===== config.mk =====
export PLATFORM = sky130hd
export DESIGN_NAME = abs_seq_ctrl_flat
export DESIGN_NICKNAME = d
export VERILOG_FILES = /design/src/rtl/abs_seq_pkg.sv /design/src/rtl/abs_seq_if.sv /design/src/rtl/abs_sign_track.sv /design/src/rtl/abs_seq_ctrl.sv /design/src/flat_wrapper.sv
export SDC_FILE = /design/constraint.sdc
export NUM_CORES = 1
export LEC_CHECK = 0
export BUFFER_PORTS_ARGS = -buffer_cell sky130_fd_sc_hd__buf_2
export CAP_MARGIN = 20
export CELL_PAD_IN_SITES_DETAIL_PLACEMENT = 1
export CELL_PAD_IN_SITES_GLOBAL_PLACEMENT = 2
export CORE_AREA = 5 5 85 87
export CTS_BUF_LIST = sky130_fd_sc_hd__clkbuf_8
export DETAILED_ROUTE_END_ITERATION = 16
export DIE_AREA = 0 0 90 92
export PLACE_DENSITY_LB_ADDON = 0.05
export SYNTH_ARGS = -nofsm -noshare
export SYNTH_HDL_FRONTEND = slang
export SYNTH_SLANG_ARGS = --single-unit

===== constraint.sdc =====
create_clock -name clk -period 3.4 [get_ports clk]
set_input_delay 0.68 -clock clk [delete_from_list [all_inputs] [get_ports clk]]
set_output_delay 0.68 -clock clk [all_outputs]
set_load 0.01 [all_outputs]

===== src/rtl/abs_seq_pkg.sv =====
// abs_seq_pkg: shared types and default sizing for the abs sequencing controller.
//   DEP_DEF, LEN_W_DEF, NREQ_DEF : default parameter values
//   state_t                      : controller FSM state encoding
// Optional macro ABS_SEQ_WARMUP_EN adds the WARM state to the encoding.
package abs_seq_pkg;

    localparam int DEP_DEF   = 3;
    localparam int LEN_W_DEF = 8;
    localparam int NREQ_DEF  = 4;

    typedef enum logic [2:0] {
        IDLE  = 3'd0,
        CLEAR = 3'd1,
`ifdef ABS_SEQ_WARMUP_EN
        WARM  = 3'd2,
`endif
        RUN   = 3'd3,
        DONE  = 3'd4
    } state_t;

endpackage


===== src/rtl/abs_seq_if.sv =====
// abs_seq_if: requester / result bundle of the abs sequencing controller.
//   req, value : per-requester stream request (level) and bipolar bit
//   grant      : one-hot owner of the shared abs datapath
//   busy, done : activity flag and one-cycle result pulse
//   done_id, abs_cnt, sign_out : result fields, valid with done
// master = requester side, slave = controller side.
interface abs_seq_if
    import abs_seq_pkg::*;
#(
    parameter int NREQ  = NREQ_DEF,
    parameter int LEN_W = LEN_W_DEF
);
    logic [NREQ-1:0]         req;
    logic [NREQ-1:0]         value;
    logic [NREQ-1:0]         grant;
    logic                    busy;
    logic                    done;
    logic [$clog2(NREQ)-1:0] done_id;
    logic [LEN_W:0]          abs_cnt;
    logic                    sign_out;

    modport master (
        output req, value,
        input  grant, busy, done, done_id, abs_cnt, sign_out
    );

    modport slave (
        input  req, value,
        output grant, busy, done, done_id, abs_cnt, sign_out
    );
endinterface


===== src/rtl/abs_sign_track.sv =====
// abs_sign_track: saturating up/down counter that tracks the sign of a
// bipolar bitstream and produces the abs bit of the current input.
//   clk, rst_n : clock, synchronous active-low reset (counter to midpoint)
//   clr        : reload midpoint (1 followed by DEP-1 zeros)
//   en         : apply one update with value
//   value      : bipolar stream bit
//   sign       : NOT counter MSB
//   abs_bit    : value XOR sign
module abs_sign_track
    import abs_seq_pkg::*;
#(
    parameter int DEP = DEP_DEF
) (
    input  logic clk,
    input  logic rst_n,
    input  logic clr,
    input  logic en,
    input  logic value,
    output logic sign,
    output logic abs_bit
);
    localparam logic [DEP-1:0] MID  = {1'b1, {(DEP-1){1'b0}}};
    localparam logic [DEP-1:0] ALL1 = '1;

    logic [DEP-1:0] cnt_q;

    always_ff @(posedge clk) begin
        if (!rst_n || clr) begin
            cnt_q <= MID;
        end else if (en) begin
            if (value && cnt_q != ALL1) begin
                cnt_q <= cnt_q + DEP'(1);
            end else if (!value && cnt_q != '0) begin
                cnt_q <= cnt_q - DEP'(1);
            end
        end
    end

    assign sign    = ~cnt_q[DEP-1];
    assign abs_bit = value ^ sign;
endmodule


===== src/rtl/abs_seq_ctrl.sv =====
// abs_seq_ctrl: round-robin sequencer that lends one shared abs datapath to
// NREQ requesters, running a 2^LEN_W-cycle stream per grant and reporting the
// count of abs ones and the final tracker sign.
//   clk, rst_n : clock, synchronous active-low reset
//   bus        : abs_seq_if.slave (req/value in, grant/busy/done/results out)
// Macro ABS_SEQ_WARMUP_EN: insert a WARM phase of 2^(DEP-1) cycles in which
// the tracker settles without accumulating.
//
// state | meaning
// IDLE  | arbitrate among req, grant is zero
// CLEAR | tracker to midpoint, accumulator to zero
// WARM  | tracker updates, abs bits discarded (macro only)
// RUN   | tracker updates, abs bits accumulated, 2^LEN_W cycles
// DONE  | result valid for one cycle
module abs_seq_ctrl
    import abs_seq_pkg::*;
#(
    parameter int DEP   = DEP_DEF,
    parameter int LEN_W = LEN_W_DEF,
    parameter int NREQ  = NREQ_DEF
) (
    input  logic      clk,
    input  logic      rst_n,
    abs_seq_if.slave  bus
);
    localparam int IW = $clog2(NREQ);
`ifdef ABS_SEQ_WARMUP_EN
    localparam int TW = (LEN_W > DEP - 1) ? LEN_W : DEP - 1;
    localparam logic [TW-1:0] WARM_LAST = TW'((1 << (DEP - 1)) - 1);
`else
    localparam int TW = LEN_W;
`endif
    localparam logic [TW-1:0] RUN_LAST = TW'((1 << LEN_W) - 1);

    state_t          state_q, state_d;
    logic [IW-1:0]   ptr_q;
    logic [NREQ-1:0] gnt_q;
    logic [IW-1:0]   gnt_idx_q;
    logic [TW-1:0]   tmr_q;
    logic [LEN_W:0]  acc_q;
    logic [IW-1:0]   id_hold_q;
    logic [LEN_W:0]  cnt_hold_q;
    logic            sign_hold_q;

    logic            pick_vld;
    logic [IW-1:0]   pick_idx;
    logic [IW-1:0]   cand;
    logic            trk_en;
    logic            trk_sign;
    logic            trk_abs;

    // First requester at or after the pointer, wrapping.
    always_comb begin
        pick_vld = 1'b0;
        pick_idx = '0;
        cand     = '0;
        for (int i = 0; i < NREQ; i++) begin
            cand = IW'((int'(ptr_q) + i) % NREQ);
            if (!pick_vld && bus.req[cand]) begin
                pick_vld = 1'b1;
                pick_idx = cand;
            end
        end
    end

    always_comb begin
        state_d = state_q;
        unique case (state_q)
            IDLE:  if (pick_vld) state_d = CLEAR;
`ifdef ABS_SEQ_WARMUP_EN
            CLEAR: state_d = WARM;
            WARM:  if (tmr_q == '0) state_d = RUN;
`else
            CLEAR: state_d = RUN;
`endif
            RUN:   if (tmr_q == '0) state_d = DONE;
            DONE:  state_d = IDLE;
            default: state_d = IDLE;
        endcase
    end

    always_ff @(posedge clk) begin
        if (!rst_n) begin
            state_q     <= IDLE;
            ptr_q       <= '0;
            gnt_q       <= '0;
            gnt_idx_q   <= '0;
            tmr_q       <= '0;
            acc_q       <= '0;
            id_hold_q   <= '0;
            cnt_hold_q  <= '0;
            sign_hold_q <= 1'b0;
        end else begin
            state_q <= state_d;
            case (state_q)
                IDLE: begin
                    if (pick_vld) begin
                        gnt_q     <= NREQ'(1) << pick_idx;
                        gnt_idx_q <= pick_idx;
                        ptr_q     <= IW'((int'(pick_idx) + 1) % NREQ);
                    end
                end
                CLEAR: begin
`ifdef ABS_SEQ_WARMUP_EN
                    tmr_q <= WARM_LAST;
`else
                    tmr_q <= RUN_LAST;
`endif
                    acc_q <= '0;
                end
`ifdef ABS_SEQ_WARMUP_EN
                WARM: begin
                    tmr_q <= (tmr_q == '0) ? RUN_LAST : tmr_q - TW'(1);
                end
`endif
                RUN: begin
                    acc_q <= acc_q + {{LEN_W{1'b0}}, trk_abs};
                    if (tmr_q != '0) tmr_q <= tmr_q - TW'(1);
                end
                DONE: begin
                    gnt_q       <= '0;
                    id_hold_q   <= gnt_idx_q;
                    cnt_hold_q  <= acc_q;
                    sign_hold_q <= trk_sign;
                end
                default: ;
            endcase
        end
    end

`ifdef ABS_SEQ_WARMUP_EN
    assign trk_en = (state_q == RUN) || (state_q == WARM);
`else
    assign trk_en = (state_q == RUN);
`endif

    abs_sign_track #(.DEP(DEP)) u_trk (
        .clk     (clk),
        .rst_n   (rst_n),
        .clr     (state_q == CLEAR),
        .en      (trk_en),
        .value   (bus.value[gnt_idx_q]),
        .sign    (trk_sign),
        .abs_bit (trk_abs)
    );

    // Result fields show live values in DONE and the held copy elsewhere.
    assign bus.grant    = gnt_q;
    assign bus.busy     = (state_q != IDLE);
    assign bus.done     = (state_q == DONE);
    assign bus.done_id  = (state_q == DONE) ? gnt_idx_q : id_hold_q;
    assign bus.abs_cnt  = (state_q == DONE) ? acc_q     : cnt_hold_q;
    assign bus.sign_out = (state_q == DONE) ? trk_sign  : sign_hold_q;
endmodule


===== src/flat_wrapper.sv =====
// flat-port wrapper written by rule: the top's interface ports become plain ports
module abs_seq_ctrl_flat import abs_seq_pkg::*;
#(
    parameter int DEP   = DEP_DEF,
    parameter int LEN_W = LEN_W_DEF,
    parameter int NREQ  = NREQ_DEF
)
  (clk, rst_n, bus_req, bus_value, bus_grant, bus_busy, bus_done, bus_done_id, bus_abs_cnt, bus_sign_out);
  abs_seq_if #(.NREQ(NREQ), .LEN_W(LEN_W)) bus_i ();
  input  logic clk;
  input  logic rst_n;
  input wire logic [$bits(bus_i.req)-1:0] bus_req;
  input wire logic [$bits(bus_i.value)-1:0] bus_value;
  output wire logic [$bits(bus_i.grant)-1:0] bus_grant;
  output wire logic [$bits(bus_i.busy)-1:0] bus_busy;
  output wire logic [$bits(bus_i.done)-1:0] bus_done;
  output wire logic [$bits(bus_i.done_id)-1:0] bus_done_id;
  output wire logic [$bits(bus_i.abs_cnt)-1:0] bus_abs_cnt;
  output wire logic [$bits(bus_i.sign_out)-1:0] bus_sign_out;
  assign bus_i.req = bus_req;
  assign bus_i.value = bus_value;
  assign bus_grant = bus_i.grant;
  assign bus_busy = bus_i.busy;
  assign bus_done = bus_i.done;
  assign bus_done_id = bus_i.done_id;
  assign bus_abs_cnt = bus_i.abs_cnt;
  assign bus_sign_out = bus_i.sign_out;
  abs_seq_ctrl #(.DEP(DEP), .LEN_W(LEN_W), .NREQ(NREQ)) u_core (.clk(clk), .rst_n(rst_n), .bus(bus_i));
endmodule

==> summary.txt, run 1 <==
starting density of the core: 34.00%
Reg clk slew, reported paths: 0.08 ns
Iter 0 DRT Violations: 50
PortBufs: 27
RR Startpoint: u_core.gnt_idx_q[0]
Post-CTS Hold Fix Bufs: 0
multi-input logic area: 1192 sq um
io pins: 28
total number of yosys warnings: 0
most common cell in the netlist: nand2_1
Worst-Skew Late Latency: 0.30 ns
core region area: 6277 sq um
Detail Placement HPWL: 4036 microns
Clock Path Buffers: 2
part of the power in combinational logic: 17.8%
Distinct cells, synth: 49
H-tree depth: 2
Arrival @ worst endpoint: 2.17 ns
GPL Wtd Cong: 0.7694
largest net degree at the start of global routing: 19
Num CTS Buffers: 5
Via Count: 1919
Startpoint Class: register
initial antenna violation count: 0
setup ws final: 0.5497 ns
Req. time, crit path: 2.72 ns
Final Hold Viols: 0
Avg Cell Area, Syn: 8.147 sq um
f_max: 0.3508 GHz
Inst Count DP: 357
Synth top area share: 40.33%
Post-CTS Setup Bufs: 0
clk_skew: 0.003675 ns
Area Overhead vs Synth: 13.31%
die height: 92 microns
DIE WIDTH: 90 microns
R2R Setup Slk: 0.92 ns
Tot Pwr: 0.001062 W
vias in the first global route: 1957
ys flop type: dfxtp_1
EDFF count, synth: 0
Seq pwr share: 53.1%
final antenna-violating net count: 0
CTS tree: yes
antenna diode count: 0
Final Core Density: 38.53%
Register Area: 860.8 sq um
final net count: 306
cts repair resizes: 0
DR WL/cell: 15.13 microns
Async S/R FF share, synth: 0%
Rows: 29
Post-Syn Nets: 281
ratio of cells with drive above 1 in the final layout: 15.63%
largest area contributor in the netlist: dfxtp_1
clock sink count: 43
Max-Cap Viols: 0
RSZ-0062 raised after global routing: no
Switching Share: 29.65%
pre-CTS WS: 0.5866 ns
# fillers: 785
Root Driver: clkbuf_8
final cell count without fillers: 365
critical path class: register to output pin
Detailed Routing Iterations Pass 1: 4
Clk pwr share: 29.1%
Synth Instances: 262
R2R Path End: u_core.acc_q[8]
switching pwr: 0.0003149 W
Int Power: 0.0007469 W
Synth Register Bits: 43
minimum clock period: 2.850 ns
crit-path max FO: 18
max-slew violations: 0
area of the mapped netlist: 2135 sq um
vias per cell: 5.258
hold depth: 2
total track usage: 13.46%
synth cell count leaders: nand2_1 (55), dfxtp_1 (43), a21oi_1 (22)
register area share after synthesis: 40.33%
relative max-transition margin: 33.70%
final setup vio count: 0
Hold EP: u_core.bus.grant[3]
grt total ovfl: 0
Worst Hold Class: register to register
Die ar.: 8280 sq um
top cells by area, synth: dfxtp_1 (40%), nand2_1 (9.7%), a21oi_1 (5.2%)
Remaining DRCs: 0
Cell Pwr Density: 439.0 nW/um^2
Leakage Power: 1.024 nW
fin crit share: 83.83%
worst vdd ir: 0.2128 mV
first-pass GRT wire length: 9246 microns
critical path capture point type: output pin
status: finished clean
R2R depth: 8
hold path start: u_core.bus.grant[3]
Worst-Margin Slew: 0.9855 ns
routed wire length: 5524 microns
TNS Setup: 0 ns
==> worst max-delay path by stage <==
stage,from,to,slack (ns)
6_report,u_core.state_q[2],bus_abs_cnt[1],0.55
5_1_grt,u_core.state_q[2],bus_abs_cnt[3],0.37
4_1_cts,u_core.state_q[2],bus_abs_cnt[3],0.46
3_5_place_dp,bus_value[3],u_core.acc_q[8],0.59
3_3_place_gp,bus_value[3],u_core.acc_q[8],0.62
2_1_floorplan,bus_value[3],u_core.acc_q[8],0.80
==> cell type report <==
class,count,area share [%]
clock buffer,5,2.845
clock inverter,3,0.5173
inverter,10,1.552
multi-input combinational,198,49.30
sequential,43,35.59
tap,77,3.983
timing repair buffer,29,6.208
==> cell families after synthesis <==
family	after synthesis	synth area share, %
AND/OR/NAND/NOR	130	30.77
buffers and inverters	21	3.810
XOR/XNOR	3	1.231
adder cells (fa/ha/maj)	9	5.627
multiplexers	5	3.282
flip-flops	43	40.33
AO/OA/AOI/OAI	51	14.95
==> power by group through the flow <==
stage                     sequential, W  clock [W]  combinational [W]
after global routing           0.000569   0.000346           0.000215
after global placement         0.000575          0           0.000189
after floorplan                0.000564          0           0.000143
final                          0.000564   0.000309           0.000189
after detailed placement       0.000575          0           0.000190
after CTS                      0.000564   0.000324           0.000192
==> placed cells by master (no fill, tap or decap), types with 2 or more instances in the layout <==
cell / synthesis / routed
a211oi_1: 3 / 3
a21o_1: 2 / 2
a21oi_1: 22 / 22
a31o_2: 2 / 2
a31oi_1: 3 / 3
and2_1: 13 / 13
buf_2: 2 / 27
buf_4: 0 / 2
clkbuf_8: 0 / 5
dfxtp_1: 43 / 43
ha_1: 8 / 8
inv_1: 9 / 11
mux2_2: 2 / 2
nand2_1: 55 / 55
nand2b_1: 5 / 5
nand3_1: 12 / 12
nand3b_1: 2 / 2
nand4_1: 5 / 5
nor2_1: 7 / 7
nor2b_1: 2 / 2
nor3_1: 7 / 7
nor3b_1: 3 / 3
nor4_1: 4 / 4
o211ai_1: 2 / 2
o21a_1: 3 / 3
o21ai_0: 6 / 6
or3_1: 5 / 5
or3b_2: 2 / 2
or4_1: 2 / 2
xnor2_1: 2 / 2
==> worst max-delay path, stage by stage, from the launching register on <==
cell and delay [ns]:
dfxtp_1 0.45, or3b_2 0.67, inv_1 0.39, nand2_1 0.13
nand2_1 0.09, buf_2 0.13
==> layer usage <==
metal  vias up  wire length (microns)  track usage, %
met2        25                   2635           23.23
met3         7                    214           3.191
met4         0                     77           4.839
li1        969                      -               -
met5         -                      0               0
met1       918                   2596           16.33
==> registers in the layout (all words and copies together), names as in the netlist <==
register	count
u_core.acc_q	9
u_core.bus.grant	4
u_core.cnt_hold_q	9
u_core.gnt_idx_q	2
u_core.id_hold_q	2
u_core.ptr_q	2
u_core.sign_hold_q	1
u_core.state_q	3
u_core.tmr_q	8
u_core.u_trk.cnt_q	3
==> per-stage QoR <==
| step | hold WS, ns | instance area (sq um) |
|---|---|---|
| 2_1_floorplan | 0.4488 | 2135 |
| 3_3_place_gp | 0.4563 | 2337 |
| 3_5_place_dp | 0.4628 | 2337 |
| 4_1_cts | 0.4744 | 2419 |
| 5_1_grt | 0.4999 | 2419 |
| 6_report | 0.4673 | 2419 |
(Power assumes the default switching activity.)
==> inputs of run 2 (changes only) <==
- CORE_AREA: 5 5 85 87 -> 5 5 88 90
- DIE_AREA: 0 0 90 92 -> 0 0 93 95
- clock period: 3.4 -> 2.3 ns (I/O delays scaled with it)
==> summary.txt, run 2 (same netlist as run 1, synthesis figures left out) <==
first-pass GRT wire length: 9390 microns (+1.6%)
slowest stage cell on the critical path: or3_4
Root Driver: clkbuf_8
grt total ovfl: 0 (unchanged)
critical path capture point type: register
Num CTS Buffers: 5 (unchanged)
routed wire length: 5527 microns (about the same)
Detailed Routing Iterations Pass 1: 4 (unchanged)
status: finished clean
critical path class: register to register
Remaining DRCs: 0 (unchanged)
io pins: 28 (unchanged)
vias per cell: 4.982 (-5.2%)
met2 GRT Util: 20.94% (-2.3 points)
max-slew violations: 0 (unchanged)
Worst Path Buf+Inv: 1 (-1)
busiest grt layer: met2
Arrival @ worst endpoint: 2.48 ns (+0.31 ns)
Worst-Margin Slew: 0.5085 ns (-0.4770 ns)
Post-CTS Hold Fix Bufs: 0 (unchanged)
Via Count: 1933 (+0.73%)
DIE WIDTH: 93 microns (+3.3%)
DR WL/cell: 14.24 microns (-5.9%)
PortBufs: 27 (unchanged)
CP top delay family: simple AND/OR/NAND/NOR gates
final antenna-violating net count: 0 (unchanged)
most frequent cells in the layout: nand2_1 (54), dfxtp_1 (42), buf_2 (27), a21oi_1 (22), buf_4 (20)
Reg clk slew, reported paths: 0.09 ns (about the same)
met1 Track Usage GR: 18.54% (+2.2 points)
die height: 95 microns (+3.3%)
starting density of the core: 30.57% (-3.4 points)
Hold EP: u_core.sign_hold_q
hold depth: 2 (unchanged)
TNS Setup: 0 ns (unchanged)
RR Startpoint: u_core.gnt_idx_q[0]
GPL Wtd Cong: 0.7525 (-2.2%)
total track usage: 13.27% (-0.19 points)
CTS tree: yes
Inst Count DP: 380 (+6.4%)
final setup vio count: 0 (unchanged)
vias in the first global route: 1902 (-2.8%)
# fillers: 849 (+8.2%)
antenna diode count: 0 (unchanged)
f_max: 0.4471 GHz
crit-path max FO: 2 (-16)
RSZ-0062 raised after global routing: yes
clk_skew: 0.006681 ns (+0.003006 ns)
Leakage Power: 1.131 nW (+10%)
largest net degree at the start of global routing: 15 (-4)
Worst Hold Class: input pin to register
Iter 0 DRT Violations: 46 (-8.0%)
minimum clock period: 2.237 ns
Startpoint Class: register
Area Overhead vs Synth: 23.39%
ratio of cells with drive above 1 in the final layout: 23.20% (+7.6 points)
GR Util met3: 2.470% (-0.72 points)
R2R Path End: u_core.u_trk.cnt_q[2]
R2R Setup Slk: 0.06 ns (-0.86 ns)
crit-path cells: mux4_2 -> buf_4 -> or2b_1 -> fa_2 -> or3_4 -> a211o_1 -> nand3_1
clock sink count: 43 (unchanged)
Post-CTS Setup Bufs: 0 (unchanged)
Crit path largest cell delay: 0.38 ns (-0.29 ns)
Req. time, crit path: 2.55 ns (-0.17 ns)
Detail Placement HPWL: 4136 microns (+2.5%)
R2R depth: 7 (-1)
fin crit share: 97.24%
Worst-Skew Late Latency: 0.30 ns (about the same)
hold path start: rst_n
Cell Pwr Density: 675.6 nW/um^2 (+54%)
core region area: 6982 sq um (+11%)
Clock Path Buffers: 2 (unchanged)
H-tree depth: 2 (unchanged)
initial antenna violation count: 0 (unchanged)
final cell count without fillers: 388 (+6.3%)
most common cell after layout, fill and taps aside: nand2_1
relative max-transition margin: 65.22% (+32 points)
Die ar.: 8835 sq um (+6.7%)
worst vdd ir: 0.2445 mV (+15%)
final net count: 324 (+5.9%)
Max-Cap Viols: 0 (unchanged)
Final Hold Viols: 0 (unchanged)
Top Registers: u_core.acc_q: 9 flops, u_core.cnt_hold_q: 9 flops, u_core.tmr_q: 8 flops
Rows: 31 (+6.9%)
run 2: routing by layer:
layer  vias up  routed length, microns
li1       1006                       -
met1       901                    2816
met2        22                    2520
met3         4                     140
met4         0                      49
met5         -                       0
run 2: where the power goes:
part	internal (W)	switching (W)	leakage (nW)
logic	0.000146	0.000182	0.719
clock network	0.000352	0.000276	0.0612
registers	0.000787	0.0000361	0.351
total	0.00129	0.000494	1.13
run 2: worst max-delay path by stage:
| stage | start | end | slack [ns] | cells after the start |
|---|---|---|---|---|
| final | u_core.gnt_idx_q[0] | u_core.u_trk.cnt_q[2] | 0.06 | 7 |
| after global routing | u_core.gnt_idx_q[0] | u_core.acc_q[6] | -0.03 | 8 |
| after CTS | u_core.gnt_idx_q[0] | u_core.u_trk.cnt_q[2] | 0.0004 | 7 |
| after detailed placement | bus_value[3] | u_core.acc_q[6] | -0.16 | 9 |
| after global placement | bus_value[3] | u_core.acc_q[6] | -0.13 | 9 |
| after floorplan | bus_value[3] | u_core.acc_q[6] | -0.01 | 8 |
run 2: through the flow:
stage | power, W | area (sq um) | hold slack, ns | worst slack, ns | utilization (%)
after floorplan | 0.001046 | 2145 | 0.4518 | -0.01190 | -
after global placement | 0.001166 | 2489 | 0.4545 | -0.1319 | 35.65
after detailed placement | 0.001168 | 2489 | 0.4596 | -0.1642 | 35.65
after CTS | 0.001811 | 2610 | 0.4397 | 0.0004368 | 37.38
after global routing | 0.001895 | 2634 | 0.4503 | -0.02957 | 37.72
final | 0.001779 | 2634 | 0.4434 | 0.06338 | 37.72
run 2: layout make-up:
cell class	instances	area (sq um)	share of cell area, %
multi-input combinational	198	1229	46.65
sequential	43	862.1	32.73
timing repair buffer	47	285.3	10.83
tap	82	102.6	3.895
clock buffer	6	82.58	3.135
inverter	10	37.54	1.425
clock inverter	2	35.03	1.330
run 2: what timing repair did:
| action | in CTS | in global routing |
|---|---|---|
| resized for setup | 2 | 4 |
| cloned | 0 | 0 |
| hold endpoints to repair | 0 | 0 |
| pin swaps | 0 | 2 |
| setup endpoints to repair | 12 | 4 |
==> inputs of run 3 (changes only) <==
- CORE_AREA: 5 5 88 90 -> 2 2 85 87
- DIE_AREA: 0 0 93 95 -> 0 0 87 89
==> summary.txt, run 3 (same netlist as run 1, synthesis figures left out) <==
status: finished clean
Seq pwr share: 48.0% (+1.8 points)
CTS tree: yes
Clock Path Buffers: 2 (unchanged)
pre-CTS WS: -0.1938 ns (-0.02966 ns)
clk_skew: 0.01286 ns (+0.006176 ns)
Req. time, crit path: 2.53 ns (-0.02 ns)
Worst-Margin Slew: 0.5918 ns (+0.08334 ns)
grt total ovfl: 0 (unchanged)
DIE WIDTH: 87 microns (-6.5%)
Num CTS Buffers: 5 (unchanged)
routed wire length: 5440 microns (-1.6%)
starting density of the core: 31.77% (+1.2 points)
Max-Cap Viols: 0 (unchanged)
Remaining DRCs: 0 (unchanged)
core region area: 6719 sq um (-3.8%)
max-slew violations: 0 (unchanged)
most common cell after layout, fill and taps aside: nand2_1
setup ws final: 0.05103 ns (-0.01235 ns)
Root Driver: clkbuf_8
f_max: 0.4446 GHz (-0.55%)
Detailed Routing Iterations Pass 1: 4 (unchanged)
part of the power in combinational logic: 19.5% (+1.0 points)
R2R Setup Slk: 0.05 ns (about the same)
PortBufs: 27 (unchanged)
Area Overhead vs Synth: 23.92%
Reg clk slew, reported paths: 0.09 ns (about the same)
R2R Path End: u_core.acc_q[6]
ratio of cells with drive above 1 in the final layout: 24.43% (+1.2 points)
io pins: 28 (unchanged)
# fillers: 827 (-2.6%)
minimum clock period: 2.249 ns (+0.01235 ns)
Leakage Power: 1.128 nW (-0.29%)
crit path capture: u_core.acc_q[6]
Iter 0 DRT Violations: 47 (+2.2%)
Worst-Skew Late Latency: 0.30 ns (about the same)
worst vdd ir: 0.2262 mV (-7.5%)
Rows: 30 (-3.2%)
first-pass GRT wire length: 9232 microns (-1.7%)
initial antenna violation count: 0 (unchanged)
Startpoint Class: register
Via Count: 1941 (+0.41%)
Int Power: 0.001209 W (-5.9%)
most frequent cells in the layout: nand2_1 (55), dfxtp_1 (42), buf_2 (27), a21oi_1 (20), buf_4 (20)
vias per cell: 5.016 (+0.67%)
Final Core Density: 39.37% (+1.6 points)
RSZ-0062 raised after global routing: yes
Arrival @ worst endpoint: 2.48 ns (about the same)
Die ar.: 7743 sq um (-12%)
critical path class: register to register
final net count: 325 (+0.31%)
R2R depth: 8 (+1)
H-tree depth: 2 (unchanged)
GPL Wtd Cong: 0.7244 (-3.7%)
Switching Share: 29.32% (+1.5 points)
total track usage: 14.99% (+1.7 points)
Detail Placement HPWL: 3933 microns (-4.9%)
antenna diode count: 0 (unchanged)
worst setup path start: u_core.gnt_idx_q[0]
crit-path max FO: 5 (+3)
Cell Pwr Density: 646.7 nW/um^2 (-4.3%)
Top Registers: u_core.acc_q: 9 flops, u_core.cnt_hold_q: 9 flops, u_core.tmr_q: 8 flops
Clk pwr share: 32.5% (-2.8 points)
critical path capture point type: register
relative max-transition margin: 60.54% (-4.7 points)
DR WL/cell: 14.06 microns (-1.3%)
die height: 89 microns (-6.3%)
clock sink count: 43 (unchanged)
fin crit share: 97.78% (+0.54 points)
largest net degree at the start of global routing: 18 (+3)
final setup vio count: 0 (unchanged)
RR Startpoint: u_core.gnt_idx_q[0]
vias in the first global route: 1888 (-0.74%)
Worst Hold Class: register to register
Final Hold Viols: 0 (unchanged)
final antenna-violating net count: 0 (unchanged)
switching pwr: 0.0005015 W (+1.5%)
==> run 3: cell type report <==
class | instances | area, sq um | area share (%)
multi-input combinational | 198 | 1245 | 47.07
sequential | 43 | 862.1 | 32.59
timing repair buffer | 48 | 296.5 | 11.21
tap | 80 | 100.1 | 3.784
clock buffer | 7 | 96.34 | 3.642
inverter | 10 | 37.54 | 1.419
clock inverter | 1 | 7.507 | 0.2838
==> run 3: power by group through the flow <==
stage | clock [W] | sequential (W) | combinational [W]
finish | 0.000555 | 0.000822 | 0.000333
global route | 0.000603 | 0.000830 | 0.000380
CTS | 0.000575 | 0.000823 | 0.000328
detailed placement | 0 | 0.000839 | 0.000327
global placement | 0 | 0.000838 | 0.000324
floorplan | 0 | 0.000834 | 0.000212
==> run 3: worst max-delay path: stages (launching register included) <==
cell and delay [ns]:
dfxtp_2 0.35, mux4_2 0.56, xnor2_2 0.18, ha_2 0.22
ha_4 0.14, nand2_1 0.05, or2_4 0.25, or3_4 0.33
a21oi_2 0.11
==> run 3: worst min-delay path by stage <==
stage               slack (ns)  cells after the start                 from                   to
finish                    0.47                      2  u_core.bus.grant[3]  u_core.bus.grant[3]
floorplan                 0.45                      2      u_core.acc_q[0]      u_core.acc_q[0]
global route              0.48                      2  u_core.bus.grant[3]  u_core.bus.grant[3]
global placement          0.45                      2  u_core.bus.grant[2]  u_core.bus.grant[2]
CTS                       0.47                      2  u_core.bus.grant[3]  u_core.bus.grant[3]
detailed placement        0.46                      2  u_core.bus.grant[3]  u_core.bus.grant[3]
==> run 3: layer usage <==
layer,track usage (%),share of wire (%)
met2,24.29,45
met3,2.862,2.6
met1,20.39,52
met5,0,0
met4,4.261,1.0
==> run 3: stage by stage <==
stage	std cells	area, sq um	hold slack [ns]	total power, W	setup TNS (ns)
5_1_grt	387	2645	0.4822	0.001813	-0.1030
3_5_place_dp	378	2486	0.4569	0.001166	-0.7061
4_1_cts	386	2594	0.4694	0.001725	0
2_1_floorplan	262	2145	0.4518	0.001046	-0.02372
6_report	387	2645	0.4680	0.001710	0
3_3_place_gp	378	2486	0.4549	0.001163	-0.4723
==> run 3: repair_timing <==
action	in CTS	in global routing
hold endpoints to repair	0	0
gates resized for setup	2	10
endpoints found under the setup margin	4	3
setup buffers	0	1
pin swaps	2	6
hold buffers	0	0
